<file path="src/rtl/tcp_vlg_app_tx_if.sv">
// rtl/tcp_vlg_app_tx_if.sv - application/core byte handshake bundle for tcp_vlg_app_tx
interface tcp_vlg_app_tx_if #(
    parameter int DEPTH = 4
);
    logic             connected;
    logic [7:0]       usr_dat;
    logic             usr_val;
    logic             usr_rdy;
    logic [7:0]       core_dat;
    logic             core_val;
    logic             core_full;
    logic [DEPTH:0]   pending;
    logic [15:0]      drop_cnt;

    modport master (
        output connected, usr_dat, usr_val, core_full,
        input  usr_rdy, core_dat, core_val, pending, drop_cnt
    );

    modport slave (
        input  connected, usr_dat, usr_val, core_full,
        output usr_rdy, core_dat, core_val, pending, drop_cnt
    );
endinterface

</file>
<file path="src/rtl/tcp_vlg_app_tx.sv">
// rtl/tcp_vlg_app_tx.sv - application byte FIFO that batches user data into bursts toward the TCP core
module tcp_vlg_app_tx #(
    parameter int DEPTH       = 4,
    parameter int BURST_BYTES = 8,
    parameter int IDLE_TICKS  = 100
) (
    input  logic             clk,
    input  logic             rst,
    tcp_vlg_app_tx_if.slave  bus
);
    localparam int              ENTRIES = 2 ** DEPTH;
    localparam int              TW      = $clog2(IDLE_TICKS + 1);
    localparam logic [DEPTH:0]  C_FULL  = (DEPTH + 1)'(ENTRIES);
    localparam logic [DEPTH:0]  C_BURST = (DEPTH + 1)'(BURST_BYTES);
    localparam logic [TW-1:0]   C_TLAST = TW'(IDLE_TICKS - 1);

    typedef enum logic [1:0] {
        S_IDLE  = 2'd0,
        S_FILL  = 2'd1,
        S_BURST = 2'd2,
        S_DROP  = 2'd3
    } state_t;

    state_t           r_state;
    logic [7:0]       r_mem [ENTRIES];
    logic [DEPTH-1:0] r_wptr;
    logic [DEPTH-1:0] r_rptr;
    logic [DEPTH:0]   r_count;
    logic [TW-1:0]    r_timer;
    logic             r_core_val;
    logic [7:0]       r_core_dat;
    logic [15:0]      r_drop_cnt;

    logic             w_usr_rdy;
    logic             w_wr;
    logic             w_pop;
    logic             w_to_drop;
    logic [DEPTH:0]   w_cnt_next;

    // Ready is held low during reset so nothing is accepted before the FIFO is known-empty.
    assign w_usr_rdy  = !rst && bus.connected && (r_count != C_FULL) && (r_state != S_DROP);
    assign w_wr       = bus.usr_val && w_usr_rdy;
    // Pops stop as soon as the link drops so no byte leaks to the core on the way into DROP.
    assign w_pop      = (r_state == S_BURST) && bus.connected && (r_count != '0) && !bus.core_full;
    assign w_to_drop  = ((r_state == S_FILL) || (r_state == S_BURST)) && !bus.connected;
    assign w_cnt_next = r_count + {{DEPTH{1'b0}}, w_wr} - {{DEPTH{1'b0}}, w_pop};

    assign bus.usr_rdy  = w_usr_rdy;
    assign bus.core_val = r_core_val;
    assign bus.core_dat = r_core_dat;
    assign bus.pending  = r_count;
    assign bus.drop_cnt = r_drop_cnt;

    // Byte storage; contents need no reset because occupancy alone defines what is valid.
    always_ff @(posedge clk) begin
        if (w_wr) begin
            r_mem[r_wptr] <= bus.usr_dat;
        end
    end

    // Control FSM with FIFO pointers, idle timer, registered core output and drop counter.
    always_ff @(posedge clk or posedge rst) begin
        if (rst) begin
            r_state    <= S_IDLE;
            r_wptr     <= '0;
            r_rptr     <= '0;
            r_count    <= '0;
            r_timer    <= '0;
            r_core_val <= 1'b0;
            r_core_dat <= '0;
            r_drop_cnt <= '0;
        end else begin
            r_core_val <= 1'b0;
            r_count    <= w_cnt_next;
            if (w_wr) begin
                r_wptr <= r_wptr + DEPTH'(1);
            end
            if (w_pop) begin
                r_rptr     <= r_rptr + DEPTH'(1);
                r_core_val <= 1'b1;
                r_core_dat <= r_mem[r_rptr];
            end
            if (w_to_drop && (r_count != '0) && (r_drop_cnt != 16'hFFFF)) begin
                r_drop_cnt <= r_drop_cnt + 16'd1;
            end

            case (r_state)
                S_IDLE: begin
                    if (w_wr) begin
                        r_state <= S_FILL;
                        r_timer <= '0;
                    end
                end
                S_FILL: begin
                    if (!bus.connected) begin
                        r_state <= S_DROP;
                    end else begin
                        if (w_wr) begin
                            r_timer <= '0;
                        end else if (r_timer != {TW{1'b1}}) begin
                            r_timer <= r_timer + TW'(1);
                        end
                        if ((w_cnt_next >= C_BURST) || (!w_wr && (r_timer >= C_TLAST))) begin
                            r_state <= S_BURST;
                        end
                    end
                end
                S_BURST: begin
                    if (!bus.connected) begin
                        r_state <= S_DROP;
                    end else if (w_pop && (w_cnt_next == '0)) begin
                        r_state <= S_IDLE;
                    end
                end
                S_DROP: begin
                    r_wptr  <= '0;
                    r_rptr  <= '0;
                    r_count <= '0;
                    r_timer <= '0;
                    r_state <= S_IDLE;
                end
                default: r_state <= S_IDLE;
            endcase
        end
    end
endmodule

</file>
<file path="src/flat_wrapper.sv">
// flat-port wrapper written by rule: the top's interface ports become plain ports
module tcp_vlg_app_tx_flat 
#(
    parameter int DEPTH       = 4,
    parameter int BURST_BYTES = 8,
    parameter int IDLE_TICKS  = 100
)
  (clk, rst, bus_connected, bus_usr_dat, bus_usr_val, bus_core_full, bus_usr_rdy, bus_core_dat, bus_core_val, bus_pending, bus_drop_cnt);
  tcp_vlg_app_tx_if #(.DEPTH(DEPTH)) bus_i ();
  input  logic clk;
  input  logic rst;
  input wire logic [$bits(bus_i.connected)-1:0] bus_connected;
  input wire logic [$bits(bus_i.usr_dat)-1:0] bus_usr_dat;
  input wire logic [$bits(bus_i.usr_val)-1:0] bus_usr_val;
  input wire logic [$bits(bus_i.core_full)-1:0] bus_core_full;
  output wire logic [$bits(bus_i.usr_rdy)-1:0] bus_usr_rdy;
  output wire logic [$bits(bus_i.core_dat)-1:0] bus_core_dat;
  output wire logic [$bits(bus_i.core_val)-1:0] bus_core_val;
  output wire logic [$bits(bus_i.pending)-1:0] bus_pending;
  output wire logic [$bits(bus_i.drop_cnt)-1:0] bus_drop_cnt;
  assign bus_i.connected = bus_connected;
  assign bus_i.usr_dat = bus_usr_dat;
  assign bus_i.usr_val = bus_usr_val;
  assign bus_i.core_full = bus_core_full;
  assign bus_usr_rdy = bus_i.usr_rdy;
  assign bus_core_dat = bus_i.core_dat;
  assign bus_core_val = bus_i.core_val;
  assign bus_pending = bus_i.pending;
  assign bus_drop_cnt = bus_i.drop_cnt;
  tcp_vlg_app_tx #(.DEPTH(DEPTH), .BURST_BYTES(BURST_BYTES), .IDLE_TICKS(IDLE_TICKS)) u_core (.clk(clk), .rst(rst), .bus(bus_i));
endmodule
</file>
<file path="config.mk">
export PLATFORM = sky130hd
export DESIGN_NAME = tcp_vlg_app_tx_flat
export DESIGN_NICKNAME = d
export VERILOG_FILES = /design/src/rtl/tcp_vlg_app_tx_if.sv /design/src/rtl/tcp_vlg_app_tx.sv /design/src/flat_wrapper.sv
export SDC_FILE = /design/constraint.sdc
export NUM_CORES = 1
export LEC_CHECK = 0
export ABC_AREA = 1
export CORE_ASPECT_RATIO = 1.25
export CORE_MARGIN = 1
export CORE_UTILIZATION = 49
export DETAILED_ROUTE_END_ITERATION = 10
export DONT_BUFFER_PORTS = 1
export PLACE_DENSITY = 0.66
export SLEW_MARGIN = 20
export SYNTH_ARGS = -nofsm -noshare
export SYNTH_HDL_FRONTEND = slang
export SYNTH_SLANG_ARGS = --single-unit
</file>
<file path="constraint.sdc">
create_clock -name clk -period 3.4 [get_ports clk]
set_clock_uncertainty 0.2 [all_clocks]
set_input_delay 1.02 -clock clk [delete_from_list [all_inputs] [get_ports clk]]
set_output_delay 1.02 -clock clk [all_outputs]
set_load 0.05 [all_outputs]
</file>
==> results.md <==
- Status: completed
- Post-synth top area cell: edfxtp_1
- Fin Hold WS: ~0.33 ns
- Endpoints failing setup: 0
- Overall power: roughly 6.5 mW
- Pwr dens: roughly 740 nW/um^2
- Fmax: around 330 MHz
- Worst-margin pin slew: between 0.9 and 1 ns
- Vias: 5309
- Die W: 115 um
- Max Cap Viol: 0
- DR pass1 iterations: 5
- Worst Path Arrival: between 3 and 4 ns
- Unique cell type count in the Yosys netlist: 32
- Most frequent cell after synthesis: nor2_1
- TNS Setup: 0 ns
- Met1 wire length: roughly 6800 um
- Syn-to-layout area delta: 11.8%
- Area of the die: about 17000 sq um
- Tightest Hold Check Type: reg2reg
- Top layer in use: met4
- CTS Buf Count: 17
- WL met2: about 9000 um
- Tot GR Track Use: approximately 22%
- Asr flop ratio synth: between 20% and 30%
- Antenna violations before repair: 0
- CP startpoint kind: flop
- Share of cells above drive strength 1: a little under an eighth
- CP endpoint kind: flop
- Synthesized instance count: between 700 and 800
- CTS Hold Buffers Added: 0
- Final min period: just over 3 ns
- Hold Violations, Final: 0
- Antenna cells: 0
- Area share of the largest cell type after synthesis: 48.9%
- Number of synthesized flops with an enable pin: 128
- Sink Count: roughly 180
- Syn Nets: around 780
- Area of the core: between 15000 and 20000 sq um
- Overflow after GRT: 0
- FP Rows: approximately 50
- Dpl cells: 961
- Iteration-0 DRC Markers: about 450
- Nets@finish: around 800
- Leak: 3.47 nW
- Die height: around 140 um
- Syn_area_per_cell: approximately 11 sq um
- Critical path class: reg2reg
- DR WL/cell: roughly 17 um
- Worst-skew pair later-pin latency: 0.42 ns
- DR vias/cell: roughly 5.3
- Worst r2r src: u_core.r_state[0]
- Slew HR: between 30 and 40%
- FF+latch count, synth: ~180
- Post-DP HPWL: 11500 um
- Count of final max-slew check failures: 0
- Worst Min Path Start: u_core.r_wptr[3]
- Sequential share of the synthesized area: 63.8%
- Clock Pin Slew Worst Setup and Hold Paths: 0.06 ns
- Final ANT Viol Nets: 0
- Critical Path Source: u_core.r_state[0]
- Clk root buf: clkbuf_16
- Largest net degree at the start of global routing: between 60 and 70
- Dominant synthesized flop cell: edfxtp_1
- PostCTS Resize Cnt: 0
- PortBufs: 0
- CP Data Required Time: roughly 3.5 ns
- Fin crit share: 90.2%
- Peak supply drop: around 0.67 mV
- Cell Area, Synth: 7860 sq um
- Top cells by count, synth: nor2_1, edfxtp_1, nand2_1
- Non-filler cells, final: 993
- Top cells by area, synth: edfxtp_1, dfrtp_1, nor2_1
- Routed met3 length: about 1000 um
- Initial Utilization: approximately half
- Routability Congestion: about 0.88
- YS warnings: 0
- Clock Path Buffers: 2
- CTS tree: done
- Post-CTS Repair Setup Buffers: 0
- I/O pins: 44
- CTS H-tree depth: 4
- Vias in the first global route: between 5000 and 6000
- First-pass GRT wire length: ~27000 um
- DRC: 0
- Final wirelength: roughly 17000 um
- Worst-path fanout max: 5
- RSZ-0062 raised after global routing: no
==> where the power goes <==
group	internal, mW	total (mW)	leakage [nW]	switching, mW
logic	0.587	1.77	1.45	1.19
clock network	1.00	1.81	0.249	0.804
registers	2.47	2.95	1.77	0.486
total	4.06	6.53	3.47	2.48
==> worst max-delay path: stages (launching register included) <==
cell and delay (ns):
dfrtp_1 0.41, inv_1 0.12, ha_1 0.24, nand2_1 0.09, nor2_1 0.04, nand2_1 0.07, inv_1 0.07, ha_1 0.29
inv_1 0.06, ha_4 0.17, fa_2 0.39, xnor2_2 0.19, nand2_1 0.08, nor2_1 0.09, nand3_1 0.08, nand2_1 0.12
nand3_1 0.11, nand2_1 0.07, nand2_1 0.06
==> final timing paths <==
path | end | depth (start not counted) | slack, ns
worst max-delay path | u_core.r_state[1] | 18 | 0.33
worst min-delay path | u_core.r_wptr[3] | 1 | 0.33
worst max register to register | u_core.r_state[1] | 18 | 0.33
worst min register to register | u_core.r_wptr[3] | 1 | 0.33
max in group asynchronous | u_core.r_rptr[1] | 2 | 2.08
min in group asynchronous | u_core.bus.pending[3] | 2 | 0.48
==> layout by cell type (no fill, tap or decap), types with 4 or more instances in the layout <==
master,netlist,layout
nor2_1,138,138
edfxtp_1,128,128
nand2_1,124,124
o21ai_0,56,56
inv_1,46,45
nand3_1,48,45
dfrtp_1,47,45
o211ai_1,32,32
buf_4,6,31
o21ai_1,23,23
ha_1,19,18
clkbuf_16,0,17
a21oi_1,9,9
xor2_1,8,8
xnor2_1,9,8
clkinvlp_4,0,7
nand3_2,2,5
inv_2,6,5
clkinv_1,2,4
nor3_1,4,4
nand4_1,4,4
==> routing by layer <==
metal | vias up | GRT usage (%)
met5 | - | 0
met4 | 0 | 7.59
met3 | 25 | 5.53
met2 | 163 | 39.5
met1 | 2541 | 26.4
li1 | 2580 | -
==> metrics by stage <==
| stage | worst slack [ns] | util (%) | area, sq um |
|---|---|---|---|
| final | 0.332 | 56.2 | 8790 |
| after floorplan | -0.335 | - | 7920 |
| after detailed placement | 0.142 | 52.7 | 8240 |
| after CTS | 0.355 | 56.2 | 8790 |
| after global placement | 0.228 | 52.7 | 8240 |
| after global routing | 0.0915 | 56.2 | 8790 |
==> cell type report <==
class	instances	area, sq um
multi-input cells	487	2500
fillers	1351	6850
inverters	56	223
flip-flops and latches	175	5020
clock inverters	14	119
repair buffers	31	233
well taps	212	265
clock buffers	18	429
==> logic make-up after synthesis <==
| family | Yosys count | synth area share [%] |
|---|---|---|
| AO/OA/AOI/OAI | 121 | 8.86 |
| XOR/XNOR | 17 | 1.89 |
| adder cells (fa/ha/maj) | 20 | 3.28 |
| buffers and inverters | 86 | 4.87 |
| flip-flops | 175 | 63.8 |
| AND/OR/NAND/NOR | 329 | 17.3 |
==> state kept, by name, indices dropped and copies added, names as in the netlist <==
signal and cells:
u_core.r_rptr 4, u_core.r_timer 7, u_core.r_state 2, u_core.r_mem 128, u_core.bus.drop_cnt 16, u_core.r_wptr 4, u_core.bus.core_val 1, u_core.bus.core_dat 8
u_core.bus.pending 5
Power figures use the tool's default switching activity.
==> variant (same flow settings) <==
`IDLE_TICKS` is set to 100 in 2 places; all go to 50.
--- a/src/rtl/tcp_vlg_app_tx.sv
+++ b/src/rtl/tcp_vlg_app_tx.sv
@@ -2,7 +2,7 @@
 module tcp_vlg_app_tx #(
     parameter int DEPTH       = 4,
     parameter int BURST_BYTES = 8,
-    parameter int IDLE_TICKS  = 100
+    parameter int IDLE_TICKS  = 50
 ) (
     input  logic             clk,
     input  logic             rst,
--- a/src/flat_wrapper.sv
+++ b/src/flat_wrapper.sv
@@ -3,7 +3,7 @@
 #(
     parameter int DEPTH       = 4,
     parameter int BURST_BYTES = 8,
-    parameter int IDLE_TICKS  = 100
+    parameter int IDLE_TICKS  = 50
 )
   (clk, rst, bus_connected, bus_usr_dat, bus_usr_val, bus_core_full, bus_usr_rdy, bus_core_dat, bus_core_val, bus_pending, bus_drop_cnt);
   tcp_vlg_app_tx_if #(.DEPTH(DEPTH)) bus_i ();
Function: no difference found for any inputs over 10 cycles, from zero or initial values and one cycle with rst high; that may be too few to reach the edited logic, so the function may still have changed.
==> variant against the original RTL <==
Count of clock-buffer cells in the layout rose by 1; routed wire length increased by 0.97%; synthesized area up 0.48%; design area grew 1.2%; die area is 0.47% higher; sequential share of layout area decreased by 0.93 points; sequential cell count shrank 1; global-route usage grew 0.17 points; worst setup slack better by 0.032 ns; critical path type is now reg -> out; total power increased by 5.1%; core utilization grew 0.42 points; critical path depth decreased by 14.
==> variant: results (changes against the original RTL) <==
post-route ant nets: 0 (unchanged)
crit-path leading delay family: flip-flops
vias per cell: 5.42 (+1.4%)
drt wl/cell: 17.1 um (-0.63%)
VDD IR max: 0.560 mV (-17%)
dpl cells: 977 (+1.7%)
leakage: 3.48 nW (+0.40%)
Rel. slew slack: 52.5% (+13 points)
max reg flops: 128 (unchanged)
ranking of synthesized cells by area: edfxtp_1 49%, dfrtp_1 15%, nor2_1 6.7%
Crit-path slowest cell: dfrtp_1
layout cells sized above 1: 10.3% (-0.98 points)
routability cong.: 0.814 (-7.8%)
Num CTS Buffers: 17 (unchanged)
1st-pass router iterations: 6 (+1)
vias in the first global route: 5412 (+2.5%)
final net count: 819 (+2.2%)
Hold Buf Count CTS: 0 (unchanged)
IO buf count: 0 (unchanged)
post-synth top area cell: edfxtp_1
Yosys warning total: 0 (unchanged)
clock-pin slew on the worst setup and hold paths: 0.06 ns (about the same)
H-tree depth: 4 (unchanged)
Crit Path Max Fanout: 8 (+3)
Biggest register: u_core.r_mem
Seq/Total Area, Yosys: 63.2% (-0.62 points)
Initial DRC Count: 424 (-6.6%)
Tot GR Track Use: 22.5% (+0.17 points)
antenna cell count: 0 (unchanged)
Netlist cell types: 30 (-6.3%)
largest net degree at the start of global routing: 67 (unchanged)
WP data arrival: 1.82 ns (-1.35 ns)
Post-CTS Resized: 0 (unchanged)
Post-synth ARST share: 26.4% (-0.42 points)
antenna violations before repair: 0 (unchanged)
HP Class: reg -> reg
commonest cells in the netlist: 142 x nor2_1, 137 x nand2_1, 128 x edfxtp_1, 71 x o21ai_0, 52 x inv_1
Clk Latency, worst-skew pair: 0.43 ns
CP peak stage delay: 0.45 ns (+0.04 ns)
first-pass GRT wire length: 27800 um (+1.3%)
post-detail-place hpwl: 11500 um (-0.20%)
number of synthesized flops with an enable pin: 128 (unchanged)
Syn Nets: 797 (+2.0%)
cells after synthesis: 762 (+1.9%)
DR vias: 5468 (+3.0%)
postcts setup bufs: 0 (unchanged)
status: completed
top_reg_cell synth: edfxtp_1
clk root buf: clkbuf_16
clk buf depth: 2 (unchanged)
-- variant: cell types whose count changed in the layout (fill, tap and decap cells not counted), sizes merged, moves of 4 or more --
cell / unedited run / this run
clkinvlp: 7 / 2
inv: 53 / 57
nand2: 128 / 139
nand3: 50 / 42
nor3: 4 / 11
o21ai: 79 / 83
xnor2: 9 / 4
-- variant: layer usage --
layer | GRT usage (%) | routed length, um | up-vias | part of all wire, %
met5 | 0 | 0 | - | 0
met4 | 6.90 | 254 | 0 | 1.5
met3 | 5.82 | 901 | 21 | 5.2
met2 | 38.5 | 8730 | 130 | 51
met1 | 27.9 | 7360 | 2688 | 43
li1 | - | - | 2629 | -
-- variant: metrics by stage --
| stage | utilization, % | setup TNS (ns) | power, mW | area, um^2 | setup slack (ns) |
|---|---|---|---|---|---|
| after floorplan | - | -0.634 | 4.43 | 7940 | -0.286 |
| after global placement | 52.7 | 0 | 4.82 | 8270 | 0.237 |
| after detailed placement | 52.7 | 0 | 4.89 | 8270 | 0.186 |
| after CTS | 56.6 | 0 | 6.92 | 8890 | 0.328 |
| after global routing | 56.6 | 0 | 7.28 | 8890 | 0.138 |
| final | 56.6 | 0 | 6.87 | 8890 | 0.364 |
-- variant: logic make-up (layout without fill, tap and decap cells) --
kind of cell	Yosys count	in the layout	share of synthesized area (%)
xor+xnor	15	15	1.66
fa+ha+maj	22	22	3.58
flops	174	174	63.2
compound gates	124	124	9.03
simple gates	339	339	17.5
buf+inv	88	123	5.05
-- variant: path summary, 6_finish.rpt --
| check | from | to | slack, ns | cells past startpoint |
|---|---|---|---|---|
| setup / recovery | u_core.r_state[1]$_DFFE_PP0P_ | bus_usr_rdy | 0.36 | 4 |
| hold / removal | u_core.r_state[0]$_DFFE_PP0P_ | u_core.r_state[0]$_DFFE_PP0P_ | 0.35 | 2 |
| setup reg to reg | u_core.r_state[0]$_DFFE_PP0P_ | u_core.r_state[1]$_DFFE_PP0P_ | 0.40 | 18 |
| hold reg to reg | u_core.r_state[0]$_DFFE_PP0P_ | u_core.r_state[0]$_DFFE_PP0P_ | 0.35 | 2 |
| max in group asynchronous | rst | u_core.r_rptr[0]$_DFFE_PP0P_ | 2.10 | 2 |
| min in group asynchronous | rst | u_core.bus.pending[0]$_DFF_PP0_ | 0.46 | 2 |
-- variant: area by class of cell --
type / count / area (um^2)
Multi-Input combinational cell: 500 / 2530
Clock buffer: 19 / 433
Sequential cell: 174 / 5000
Inverter: 58 / 226
Fill cell: 1346 / 6810
Clock inverter: 13 / 186
Tap cell: 212 / 265
Timing Repair Buffer: 33 / 248
-- variant: report_power, final --
group          switching (mW)  internal (mW)
logic                    1.28          0.600
clock network           0.801           1.23
registers               0.485           2.47
total                    2.56           4.31
